File: config.mk
export PLATFORM = sky130hd
export DESIGN_NAME = phase_to_amplitude
export DESIGN_NICKNAME = d
export VERILOG_FILES = /design/src/rtl/phase_to_amplitude.sv
export SDC_FILE = /design/constraint.sdc
export NUM_CORES = 1
export LEC_CHECK = 0
export ABC_AREA = 1
export BUFFER_PORTS_ARGS = -buffer_cell sky130_fd_sc_hd__buf_4
export CAP_MARGIN = 40
export CORE_ASPECT_RATIO = 1.1
export CORE_UTILIZATION = 46
export CTS_CLUSTER_DIAMETER = 200
export DETAILED_ROUTE_END_ITERATION = 10
export SLEW_MARGIN = 20
export SYNTH_ARGS = -nofsm -noshare
export SYNTH_HDL_FRONTEND = slang
export SYNTH_SLANG_ARGS = --single-unit
File: constraint.sdc
create_clock -name clk -period 3 [get_ports clk]
set_clock_uncertainty 0.1 [all_clocks]
set_input_delay 0.3 -clock clk [delete_from_list [all_inputs] [get_ports clk]]
set_output_delay 0.3 -clock clk [all_outputs]
set_load 0.02 [all_outputs]
File: src/rtl/phase_to_amplitude.sv
// ============================================================================
// Module      : phase_to_amplitude
// Description : NCO phase-to-amplitude converter. A quarter-wave sine table
//               with quadrant mirroring/negation feeds a 3-stage valid/ready
//               pipeline that produces signed sine and cosine samples.
// Revision    : 1.0 - initial release
// ============================================================================
`default_nettype none

module phase_to_amplitude #(
  parameter int WIDTH    = 26,
  parameter int DECIMALS = 16,
  parameter int OUT_W    = 16
) (
  input  logic                    clk,
  input  logic                    reset_n,
  input  logic [WIDTH-1:0]        phase_i,
  input  logic                    in_valid_i,
  output logic                    in_ready_o,
  output logic signed [OUT_W-1:0] sin_out_o,
  output logic signed [OUT_W-1:0] cos_out_o,
  output logic                    out_valid_o,
  input  logic                    out_ready_i
);

  localparam int  C_INT_W  = WIDTH - DECIMALS;
  localparam int  C_ADDR_W = C_INT_W - 2;
  localparam int  C_DEPTH  = 1 << C_ADDR_W;
  localparam real C_PI     = 3.14159265358979323846;
  localparam real C_AMP    = real'((1 << (OUT_W - 1)) - 1);

  // Table sampled at (k + 0.5) so that ~addr is an exact mirror and no entry is zero.
  function automatic logic [OUT_W-2:0] rom_entry(input int k);
    real x;
    x = C_AMP * $sin(2.0 * C_PI * (real'(k) + 0.5) / real'(1 << C_INT_W));
    return (OUT_W-1)'($rtoi(x + 0.5));
  endfunction

  logic [OUT_W-2:0] rom [C_DEPTH];

  for (genvar k = 0; k < C_DEPTH; k++) begin : g_rom
    assign rom[k] = rom_entry(k);
  end

  if (DECIMALS > 0) begin : g_frac
    logic unused_frac;
    assign unused_frac = ^phase_i[DECIMALS-1:0];
  end

  logic                advance;
  logic                s1_valid_q;
  logic [1:0]          s1_quad_q;
  logic [C_ADDR_W-1:0] s1_addr_q;
  logic [1:0]          cos_quad;
  logic [C_ADDR_W-1:0] sin_addr;
  logic [C_ADDR_W-1:0] cos_addr;
  logic                s2_valid_q;
  logic [OUT_W-2:0]    s2_sin_q;
  logic [OUT_W-2:0]    s2_cos_q;
  logic                s2_sin_neg_q;
  logic                s2_cos_neg_q;
  logic signed [OUT_W-1:0] sin_mag;
  logic signed [OUT_W-1:0] cos_mag;
  logic signed [OUT_W-1:0] sin_d;
  logic signed [OUT_W-1:0] cos_d;
  logic signed [OUT_W-1:0] sin_q;
  logic signed [OUT_W-1:0] cos_q;
  logic                out_valid_q;

  assign advance    = !out_valid_q || out_ready_i;
  assign in_ready_o = advance;

  // Cosine leads sine by one quadrant; odd quadrants read the table backwards.
  assign cos_quad = s1_quad_q + 2'd1;
  assign sin_addr = s1_quad_q[0] ? ~s1_addr_q : s1_addr_q;
  assign cos_addr = cos_quad[0]  ? ~s1_addr_q : s1_addr_q;

  assign sin_mag = {1'b0, s2_sin_q};
  assign cos_mag = {1'b0, s2_cos_q};
  assign sin_d   = s2_sin_neg_q ? -sin_mag : sin_mag;
  assign cos_d   = s2_cos_neg_q ? -cos_mag : cos_mag;

  always_ff @(posedge clk) begin
    if (!reset_n) begin
      s1_valid_q  <= 1'b0;
      s2_valid_q  <= 1'b0;
      out_valid_q <= 1'b0;
      sin_q       <= '0;
      cos_q       <= '0;
    end else if (advance) begin
      s1_valid_q  <= in_valid_i;
      s2_valid_q  <= s1_valid_q;
      out_valid_q <= s2_valid_q;
      if (s2_valid_q) begin
        sin_q <= sin_d;
        cos_q <= cos_d;
      end
    end
  end

  always_ff @(posedge clk) begin
    if (advance && in_valid_i) begin
      s1_quad_q <= phase_i[WIDTH-1 -: 2];
      s1_addr_q <= phase_i[DECIMALS +: C_ADDR_W];
    end
    if (advance && s1_valid_q) begin
      s2_sin_q     <= rom[sin_addr];
      s2_cos_q     <= rom[cos_addr];
      s2_sin_neg_q <= s1_quad_q[1];
      s2_cos_neg_q <= cos_quad[1];
    end
  end

  assign sin_out_o   = sin_q;
  assign cos_out_o   = cos_q;
  assign out_valid_o = out_valid_q;

endmodule

`default_nettype wire

==> impl_metrics.yaml <==
synthesis:
  synth_common_cells: "nand2_1 (787), nand3_1 (387), nor2_1 (150), inv_1 (129), a21oi_1 (111)"
  seq_area_frac_synth_pct: 17.63
  synthDistinctLibCells: 41
  synthFlopType: "edfxtp_1"
  yosys_register_bits: 77
  yosysWarnings: 0
  syn_area_per_cell_um2: 5.431
  synthesis.nets: 2115
  synth_edf_count: 42
  syn_area_um2: 11130
  async_reset_ff_share_pct: 0
  synthTopCellsByArea: "nand2_1 (27%), nand3_1 (17%), edfxtp_1 (11%)"
  synth_most_common_cell: "nand2_1"
  synth_top_cell_by_area: "nand2_1"
  yosysTopAreaCellShare_pct: 26.55
  postSynthCellCount: 2049
placement:
  hpwl_um: 44470
  port_buffers: 47
  gp_congestion: 1.136
clock_tree:
  path_clk_slew_ns: 0.09
  cts_tree: "built"
  insertion_delay_ns: 0.37
  numCtsBuffers: 9
  clock_path_buffers: 2
  tritoncts_num_sinks: 77
  htreeDepth: 3
  clockRootBuffer: "clkbuf_16"
power:
  p_per_area_nw_per_um2: 447.7
  irDropWorstVdd_mv: 0.3885
  p_leak_nw: 6.645
  p_total_mw: 5.783
drt:
  avgViaCountPerCell: 6.433
  drc: 0
  ant_nets: 0
  drt-initial-drc-count: 2745
  route.vias.total: 15660
  drt-total-wl_um: 60030
  routedWlPerCell_um: 24.66
  first_pass_iters: 7
critical_path:
  worst-endpoint-arrival_ns: 2.85
  reg2regPathDepth: 13
  reg2reg_slack_ns: 0.04
  critPathCaptureType: "flip-flop"
  crit_type: "flip-flop to flip-flop"
  r2r-start: "s1_quad_q[0]"
  cp_data_required_time_ns: 2.89
  start_kind: "flip-flop"
  reg2reg_to: "s2_cos_q[2]"
  crit_end: "s2_cos_q[2]"
  critPathLaunch: "s1_quad_q[0]"
  cp_max_fo: 16
sta:
  setup_violations: 0
  fin_tns_setup_ns: 0
  timing_hold_violations_final: 2
  whs_ns: -0.0007638
  fin_crit_sh_pct: 98.61
  tightest_slew_ns: 0.7232
  maxSlewViolCount: 0
  max_freq_ghz: 0.3380
  relSlewSlack_pct: 51.71
  min_period_ns: 2.958
outcome:
  status: "finished with violations"
  violations: "hold timing"
cells_and_area:
  area_growth_pct: 16.08
  antenna_cells: 0
  layout.nets: 2190
  register_area_um2: 1962
  nFillCells: 2529
  utilization_pct: 54.51
  drive_gt1_share_pct: 12.92
  multi_input_comb_area_um2: 8092
global_route:
  track_usage_pct: 48.09
  grt_overflow: 0
  antenna_found_initial: 4
  grt_pass1_wl_um: 87660
  first_global_vias: 14190
  grt_max_degree: 59
floorplan:
  die_area_um2: 24820
  die_h_um: 165.1
  row_count: 59
  chipWidth_um: 150.3
  ios: 64
  start_util_pct: 46.96
  core-area_um2: 23700
flow_run:
  cap_violations: 0
worst_hold_path:
  hold_class: "primary input to flip-flop"
==> metal layers <==
layer	part of all wire (%)	vias up	track usage, %
met3	16	339	17.77
met5	0.073	-	0
met4	6.4	6	25.25
met1	36	7036	61.43
li1	-	6886	-
met2	41	1392	69.88
==> cell type report <==
cell class | count | share of cell area [%]
clock buffers | 10 | 1.850
clock inverters | 6 | 0.4068
inverters | 136 | 3.971
multi-input cells | 1707 | 62.64
flip-flops and latches | 77 | 15.19
well taps | 305 | 2.954
repair buffers | 193 | 12.99
==> logic make-up after synthesis <==
group / share of synthesized area [%]
xor gates and xnor gates: 2.035
DFF: 17.63
AOI/OAI and AO/OA: 11.91
adders and majority gates: 4.048
buffers and inverters: 10.93
and+or+nand+nor: 53.45
==> placed cells by master, fill, tap and decap left out, types with 11 or more instances in the layout <==
cell type,netlist,layout
buf_4,22,171
edfxtp_1,42,42
xor2_1,18,18
buf_12,0,17
a21oi_1,111,111
o21ai_0,102,101
nor2_1,150,147
o211ai_1,14,14
nand4_1,28,28
nand3_1,387,382
dfxtp_1,35,35
inv_1,129,129
nand2_1,787,773
ha_1,36,31
nand2_2,18,27
a31oi_1,11,11
==> per-stage QoR <==
stage | worst slack (ns) | hold WS, ns | area, µm² | cells
after floorplan | 0.3477 | 0.2989 | 11130 | 2049
after global placement | 0.06635 | 0.3498 | 12460 | 2413
after detailed placement | 0.01574 | 0.3564 | 12460 | 2413
after CTS | 0.02502 | 0.004161 | 12780 | 2431
after global routing | -0.008939 | 0.0007502 | 12920 | 2434
final | 0.04181 | -0.0007638 | 12920 | 2434
==> sequential cells by signal, summed over array words and instances (netlist names) <==
register / flops
s2_cos_neg_q: 1
s1_quad_q: 2
s2_valid_q: 1
s2_cos_q: 15
out_valid_o: 1
s1_addr_q: 8
s2_sin_q: 15
s2_sin_neg_q: 1
sin_out_o: 16
s1_valid_q: 1
cos_out_o: 16
==> worst min-delay path by stage <==
stage	start	to	slack, ns	depth (start not counted)
detailed placement	s1_valid_q	s1_valid_q	0.36	2
global placement	s2_valid_q	s2_valid_q	0.35	2
finish	phase_i[17]	s1_addr_q[1]	-0.0008	1
floorplan	phase_i[16]	s1_addr_q[0]	0.30	0
global route	phase_i[20]	s1_addr_q[4]	0.0008	1
CTS	phase_i[20]	s1_addr_q[4]	0.004	1
==> worst max-delay path, cell delays in order (launching register included) <==
cell      delay [ns]
edfxtp_1        0.52
inv_4           0.15
buf_4           0.14
nand2_2         0.16
nand2_2         0.15
buf_12          0.18
nand2_1         0.13
buf_12          0.19
nand2_1         0.11
nor2_1          0.13
nor2_1          0.12
nand3_1         0.09
nand3_1         0.09
nand4_1         0.31
==> power by group <==
part,switching [mW],internal [mW]
clock,0.587,0.604
combinational,2.31,1.00
sequential,0.0561,1.22
==> repair_timing <==
| item | in CTS | in global routing |
|---|---|---|
| endpoints found under the setup margin | 1 | 20 |
| hold endpoints to repair | 2 | 0 |
| pin swaps | 0 | 1 |
| hold buffers | 2 | 0 |
| gates cloned | 0 | 0 |
| resized for setup | 1 | 33 |
| buffers inserted | 0 | 3 |
No activity file was read; power rests on OpenSTA's default activity.
